--- src/rtl/mem_arb_pkg.sv ---
// Shared definitions for the unified I/D memory port arbiter.
//   arb_state_t : FSM state encoding (IDLE, BUSY_I, BUSY_D)
//   REQ_I/REQ_D : requester identifiers used for grant selection
package mem_arb_pkg;

    typedef enum logic [1:0] {
        IDLE   = 2'd0,
        BUSY_I = 2'd1,
        BUSY_D = 2'd2
    } arb_state_t;

    localparam logic REQ_I = 1'b0;
    localparam logic REQ_D = 1'b1;

endpackage

--- src/rtl/mem_port_arbiter_timeout.sv ---
// Busy-cycle watchdog for the memory port arbiter.
//   clk, rst : clock, asynchronous active-high reset
//   clear    : restart the count (asserted on the grant that enters BUSY)
//   enable   : count this cycle (BUSY and no mem_ack)
//   expire   : this cycle is the last allowed ack-less BUSY cycle
// TIMEOUT_CYCLES = 0 removes the counter entirely and expire stays low.
module arb_timeout_counter #(
    parameter int TIMEOUT_CYCLES = 16
) (
    input  logic clk,
    input  logic rst,
    input  logic clear,
    input  logic enable,
    output logic expire
);

    generate
        if (TIMEOUT_CYCLES > 0) begin : g_cnt
            localparam int CW = $clog2(TIMEOUT_CYCLES + 1);
            localparam logic [CW-1:0] LAST = CW'(TIMEOUT_CYCLES - 1);

            logic [CW-1:0] cnt;

            always_ff @(posedge clk or posedge rst) begin
                if (rst) begin
                    cnt <= '0;
                end else if (clear) begin
                    cnt <= '0;
                end else if (enable) begin
                    cnt <= cnt + 1'b1;
                end
            end

            // Gated by enable so an ack in the expiry cycle wins over the abort.
            assign expire = enable && (cnt == LAST);
        end else begin : g_none
            assign expire = 1'b0;
        end
    endgenerate

endmodule

--- src/rtl/mem_port_arbiter.sv ---
// Arbiter sharing one single-ported unified memory between fetch (I) and
// memory stage (D). One request is latched per transaction and presented to
// the memory until mem_ack (or a timeout abort); the result returns with a
// one-cycle done pulse.
//
// Handshake: a requester raises x_req with stable address/data and holds it
// until it sees x_done=1; x_done is a single-cycle pulse and x_rdata is valid
// only while x_done=1. On the memory side mem_req stays high with stable
// mem_we/mem_addr/mem_wdata until the one-cycle mem_ack pulse, in which
// mem_rdata is sampled.
//
// Ports:
//   clk, rst                  clock, asynchronous active-high reset
//   i_req, i_addr             fetch read request
//   i_rdata, i_done           fetch result and completion pulse
//   d_req, d_we, d_addr,
//   d_wdata                   data-stage request
//   d_rdata, d_done           data-stage result and completion pulse
//   mem_req, mem_we, mem_addr,
//   mem_wdata                 memory command (held through BUSY)
//   mem_rdata, mem_ack        memory response
//   stall_fetch, stall_mem    per-stage stall requests (x_req & ~x_done)
//   busy                      FSM not in IDLE (state visibility)
//   err_timeout               sticky timeout-abort flag
//
// Build option: define MEM_ARB_RR_EN for round-robin arbitration; otherwise
// D has fixed priority over I.
module mem_port_arbiter #(
    parameter int AW             = 32,
    parameter int DW             = 32,
    parameter int TIMEOUT_CYCLES = 16
) (
    input  logic          clk,
    input  logic          rst,
    input  logic          i_req,
    input  logic [AW-1:0] i_addr,
    output logic [DW-1:0] i_rdata,
    output logic          i_done,
    input  logic          d_req,
    input  logic          d_we,
    input  logic [AW-1:0] d_addr,
    input  logic [DW-1:0] d_wdata,
    output logic [DW-1:0] d_rdata,
    output logic          d_done,
    output logic          mem_req,
    output logic          mem_we,
    output logic [AW-1:0] mem_addr,
    output logic [DW-1:0] mem_wdata,
    input  logic [DW-1:0] mem_rdata,
    input  logic          mem_ack,
    output logic          stall_fetch,
    output logic          stall_mem,
    output logic          busy,
    output logic          err_timeout
);

    import mem_arb_pkg::*;

    arb_state_t state, state_next;
    logic       grant;
    logic       gnt_id;
    logic       finish;
    logic       timeout;
    logic       done_any;

    assign busy        = (state != IDLE);
    assign mem_req     = busy;
    assign stall_fetch = i_req & ~i_done;
    assign stall_mem   = d_req & ~d_done;

    // The cycle carrying a done pulse is the forced IDLE gap: the finishing
    // requester still holds its req there, so no new grant is made.
    assign done_any = i_done | d_done;

`ifdef MEM_ARB_RR_EN
    logic last_gnt;

    always_comb begin
        if (i_req && d_req) begin
            gnt_id = (last_gnt == REQ_I) ? REQ_D : REQ_I;
        end else begin
            gnt_id = d_req ? REQ_D : REQ_I;
        end
    end

    always_ff @(posedge clk or posedge rst) begin
        if (rst) begin
            last_gnt <= REQ_I;
        end else if (grant) begin
            last_gnt <= gnt_id;
        end
    end
`else
    assign gnt_id = d_req ? REQ_D : REQ_I;
`endif

    arb_timeout_counter #(
        .TIMEOUT_CYCLES(TIMEOUT_CYCLES)
    ) u_timeout (
        .clk    (clk),
        .rst    (rst),
        .clear  (grant),
        .enable (busy & ~mem_ack),
        .expire (timeout)
    );

    always_ff @(posedge clk or posedge rst) begin
        if (rst) begin
            state <= IDLE;
        end else begin
            state <= state_next;
        end
    end

    always_comb begin
        state_next = state;
        grant      = 1'b0;
        finish     = 1'b0;
        case (state)
            IDLE: begin
                if ((i_req || d_req) && !done_any) begin
                    grant      = 1'b1;
                    state_next = (gnt_id == REQ_D) ? BUSY_D : BUSY_I;
                end
            end
            BUSY_I, BUSY_D: begin
                if (mem_ack || timeout) begin
                    finish     = 1'b1;
                    state_next = IDLE;
                end
            end
            default: state_next = IDLE;
        endcase
    end

    always_ff @(posedge clk or posedge rst) begin
        if (rst) begin
            mem_we      <= 1'b0;
            mem_addr    <= '0;
            mem_wdata   <= '0;
            i_rdata     <= '0;
            d_rdata     <= '0;
            i_done      <= 1'b0;
            d_done      <= 1'b0;
            err_timeout <= 1'b0;
        end else begin
            i_done <= finish && (state == BUSY_I);
            d_done <= finish && (state == BUSY_D);

            if (grant) begin
                if (gnt_id == REQ_D) begin
                    mem_we    <= d_we;
                    mem_addr  <= d_addr;
                    mem_wdata <= d_wdata;
                end else begin
                    mem_we    <= 1'b0;
                    mem_addr  <= i_addr;
                    mem_wdata <= '0;
                end
            end

            if (finish) begin
                // Aborted transactions and writes return zero data.
                if (state == BUSY_I) begin
                    i_rdata <= mem_ack ? mem_rdata : '0;
                end else begin
                    d_rdata <= (mem_ack && !mem_we) ? mem_rdata : '0;
                end
                if (!mem_ack) begin
                    err_timeout <= 1'b1;
                end
            end
        end
    end

endmodule
--- config.mk ---
export PLATFORM = sky130hd
export DESIGN_NAME = mem_port_arbiter
export DESIGN_NICKNAME = d
export VERILOG_FILES = /design/src/rtl/mem_arb_pkg.sv /design/src/rtl/mem_port_arbiter_timeout.sv /design/src/rtl/mem_port_arbiter.sv
export SDC_FILE = /design/constraint.sdc
export NUM_CORES = 1
export LEC_CHECK = 0
export ABC_AREA = 1
export BUFFER_PORTS_ARGS = -buffer_cell sky130_fd_sc_hd__buf_2
export CAP_MARGIN = 0
export CELL_PAD_IN_SITES_DETAIL_PLACEMENT = 0
export CELL_PAD_IN_SITES_GLOBAL_PLACEMENT = 1
export CORE_UTILIZATION = 35
export CTS_BUF_LIST = sky130_fd_sc_hd__clkbuf_8
export DETAILED_ROUTE_END_ITERATION = 10
export HOLD_SLACK_MARGIN = 0.08
export PLACE_DENSITY = 0.79
export SYNTH_ARGS = -nofsm -noshare
export SYNTH_HDL_FRONTEND = slang
export SYNTH_SLANG_ARGS = --single-unit
export TNS_END_PERCENT = 1
--- constraint.sdc ---
create_clock -name clk -period 4.6 [get_ports clk]
set_input_delay 0.46 -clock clk [delete_from_list [all_inputs] [get_ports clk]]
set_output_delay 0.46 -clock clk [all_outputs]
set_load 0.02 [all_outputs]
# Yosys cells after proc, flatten, opt, wreduce, memory -nomap -nowiden
# Cells that the tools add are included.
# word_totals
register_bits,139
inputBits,134
output_inout_bits,136
wordCells,57
# op_classes
add_sub_neg,1
n_eq_ne,5
n_mux,16
bitwise,8
reduce_logical,17
# ops
operator,count
$mux 32,4
$mux 5,2
$reduce_and 2->1,4
$mux 1,6
$mux 2,3
$add 5x1->5 const B,1
$eq 5x4->1 const B,1
$logic_and 1x1->1,5
$ne 2x2->1 const B,2
$not 1->1,4
$pmux 2 s2,1
$reduce_bool 2->1,2
$and 1x1->1,3
$eq 2x1->1 const B,1
$eq 2x2->1 const B,1
$logic_not 1->1,2
$logic_not 2->1,1
$logic_or 1x1->1,2
$reduce_or 2->1,1
$or 1x1->1,1

# Logic depth before layout (Yosys ltp)
# depth
ltp_word,7
ltp_mapped,9
mapped_depth_nobuf,8

# Cells and area by module
# A second synthesis with hierarchy kept.
# unflattened
cells_unflattened,738
hier_area_um2,6095.8
# modules_own_cells
module,instances,cells_per_inst,area_each_um2,seq_area_each_um2
mem_port_arbiter,1,704,5794.3,3353.2
arb_timeout_counter,1,34,301.5,125.1

# Worst setup path after synthesis
# Ideal clock, no wire load.
# synth_path
path_type,input to output
from,input d_req
to,output stall_mem
arrival_time_ns,1.091
t_required_ns,4.140
path_slack_ns,3.049
stages,4
path_buffers,2
path_cell_list,buf_4 inv_2 buf_2 nor2_1
# synth_between
elab_chain_cells,1
# synth_lines
item,line_no,source
"start, declared",mem_port_arbiter.sv:39,"input logic d_req,"
$and 1x1->1,mem_port_arbiter.sv:69,assign stall_mem = d_req & ~d_done;
"end, declared",mem_port_arbiter.sv:52,"output logic stall_mem,"
# Every way passes these cells.

# Final worst setup path
# layout_path
from,register u_timeout.g_cnt.cnt[0]
to,register d_rdata[28]
# layout_between
elab_chain_cells,6
# layout_lines
item,line_no,source
"start, declared",mem_port_arbiter_timeout.sv:22,logic [CW-1:0] cnt;
"start signal, assigned",mem_port_arbiter_timeout.sv:30,cnt <= cnt + 1'b1;
$eq 5x4->1,mem_port_arbiter_timeout.sv:35,assign expire = enable && (cnt == LAST);
$logic_and 1x1->1,mem_port_arbiter_timeout.sv:35,
$logic_or 1x1->1,mem_port_arbiter.sv:127,if (mem_ack || timeout) begin
$mux 1,mem_port_arbiter.sv:127,
$mux 1,mem_port_arbiter.sv:119,case (state)
$reduce_and 2->1 (no line),n/a,
"end signal, assigned",mem_port_arbiter.sv:167,d_rdata <= (mem_ack && !mem_we) ? mem_rdata : '0;
"end, declared",mem_port_arbiter.sv:43,"output logic [DW-1:0] d_rdata,"
# Every way passes these cells.
# A chain may end at the register's enable or synchronous reset.

==> results.md <==
* Status: finished clean
* Pre-CTS setup slack at 1917 ps
* Arr. time, crit path at roughly 2800 ps
* Clk pin slew, worst setup/hold paths at 80 ps
* Launching element type of the critical path: register
* Origin of the critical flop-to-flop path: u_timeout.g_cnt.cnt[0]
* Leakage at 5.023 nW
* DRT Pass-1 Iters at 4
* Setup violators final at 0
* Site Rows at 48
* First-pass GRT wire length at 29.03 mm
* Final worst slack at 2168 ps
* DP Area at between 0.007 and 0.008 sq mm
* Pwr/cell area at 736.4 mW/mm^2
* Clock latency on the worst-skew pair at about 440 ps
* Max_slew headroom at 0.3638
* Wire per inst at 14.79 um
* RSZ-0062 raised after global routing: false
* RePlAce Congestion at 0.7747
* Final #Nets at 1,183
* Max Fclk at a little over 400 MHz
* Clk sinks at around 140
* Clock tree root buffer cell: clkbuf_8
* CORE AREA at between 0.015 and 0.02 sq mm
* Detail Route Antenna Nets at 0
* Setup Fix Bufs, Post-CTS at 0
* Avg Inst Size Synth at about 7.9 sq um
* Post-CTS resize count at 0
* Critical path startpoint: u_timeout.g_cnt.cnt[0]
* Min Clock Period, post-route at 2432 ps
* Grt total ovfl at 0
* Crit-path max FO at 35
* Starting density of the core at 0.3630
* Layout Cells excl Fill at approximately 1.3k
* CP required at just under 5000 ps
* Sequential-to-total area share from yosys stat at 0.5483
* Synthesis-stage register bit count at 139
* Largest net degree at the start of global routing at 104
* Worst-Margin Slew at ~950 ps
* Pwr Total at 6.057 mW
* Area added between synthesis and finish at 29.66%
* Core Util, Final at 0.4706
* CTS tree: built
* Gr usage total at 0.2029
* Initial antenna violation count at 1
* Clock Path Buffers at 2
* I/O pin cnt at 270
* Diodes inserted at 0
* Die area at approximately 0.019 sq mm
* Vias in the first global route at around 5.5k
* Net count after synthesis at 939
* Vias per std cell at 4.597
* Maxcap violations at 0
* Port Buffers at 269
* Initial DRC count at 345
* Final setup TNS at 0 ps
* Gate count after technology mapping at 800
* Htree depth at 4
* Post-synth cell types at 22
* Clock Skew at between 10 and 15 ps
* Hold_buf cts at 0
* Number of remaining DRC errors at 0
* Inserted Clock Buffers at 17
* Yosys Warn Count at 0
* Fin crit share at 0.5286
* Share of cells above drive strength 1 at 0.3037
* Die width at 136.6 um
* Slew Viols, Final at 0
* Mapped Area at 0.006344 sq mm
* Placed wire-length estimate at 12.86 mm
* Final instance area at 0.008225 sq mm
* Final WL at 18.96 mm
* Via count at roughly 6k
* Max VDD drop at 0.0002953 V
* Worst setup EP type: register
* Hold Fails Final Rpt at 0
* Hold Slack at 215.0 ps
* Die span in y at 136.6 um
* Worst min path class: in -> async
* Kind of critical path: reg -> reg
* Placed cell count at 1,250
==> where the power goes <==
part           internal (mW)  total (mW)  leakage, nW  switching, mW
logic                  0.794        2.77         2.99           1.98
registers               1.77        2.06         1.79          0.292
clock network          0.720        1.22        0.249          0.499
==> logic make-up after synthesis <==
group                    after synthesis  synth area share
AO/OA/AOI/OAI                          6          0.005128
adder cells (fa/ha/maj)                5          0.009862
buffers and inverters                 97           0.07377
flip-flops                           139            0.5483
AND/OR/NAND/NOR                      553            0.3629
==> critical path, stage by stage (launching register included) <==
cell	delay, ps
dfrtp_1	390
ha_1	200
and3_1	180
ha_1	160
nand2_2	80
nand2_4	350
nand3_2	640
nand2_1	240
nand2_1	70
==> path summary, 6_finish.rpt <==
path	to	cells after the start	slack, ps
min in group clk	mem_wdata[8]	3	220
hold reg to reg	i_rdata[21]	2	470
max in group asynchronous	i_rdata[29]	3	3340
setup reg to reg	d_rdata[28]	8	2170
hold / removal	mem_wdata[7]	2	210
setup / recovery	d_rdata[28]	8	2170
==> sequential cells by signal (all words and copies together) (netlist names) <==
register and count:
i_done 1, mem_addr 32, mem_we 1, d_rdata 32, state 2, u_timeout.g_cnt.cnt 5, err_timeout 1, d_done 1
mem_wdata 32, i_rdata 32
==> synthesized netlist by cell type <==
library cell    n  share of area
clkbuf_1       13         0.0077
ha_1            5         0.0099
dfrtp_1       139           0.55
o21ai_0         4         0.0032
and3_1          1        0.00099
nand3_1         6         0.0047
buf_6           5         0.0089
o21bai_1        1         0.0012
buf_1           4         0.0024
nand4_1        64          0.063
nor2_1         41          0.024
nand3_4         2         0.0055
a21oi_1         1        0.00079
nand2_1       433           0.26
nor2_4          1         0.0018
inv_1          42          0.025
buf_4          12          0.014
nand2_4         1         0.0018
nand2_2         3         0.0030
nand3_2         1         0.0016
inv_2           4         0.0024
buf_2          17          0.013
==> layout make-up <==
type,instances,area [sq um]
sequential,139,3478
tap,225,281.5
timing repair buffer,276,1399
clock inverter,14,241.5
multi-input combinational,564,2400
fill,1797,9251
clock buffer,18,247.7
inverter,46,177.7
==> per-layer routing <==
metal | part of all wire | global-route usage | vias up
li1 | - | - | 2968
met4 | 0.0076 | 0.05556 | 2
met5 | 0.00069 | 0 | -
met3 | 0.073 | 0.05148 | 14
met2 | 0.47 | 0.3373 | 224
met1 | 0.44 | 0.2609 | 2685
==> cells in the final DEF (no fill, tap or decap), types with 6 or more instances in the layout <==
cell type	instances
nand2_1	433
buf_2	269
dfrtp_1	139
nand4_1	64
inv_1	42
nor2_1	41
clkbuf_8	18
buf_4	7
nand3_1	6
bufinv_16	6
Note: power is estimated with default switching activity, not from simulation.
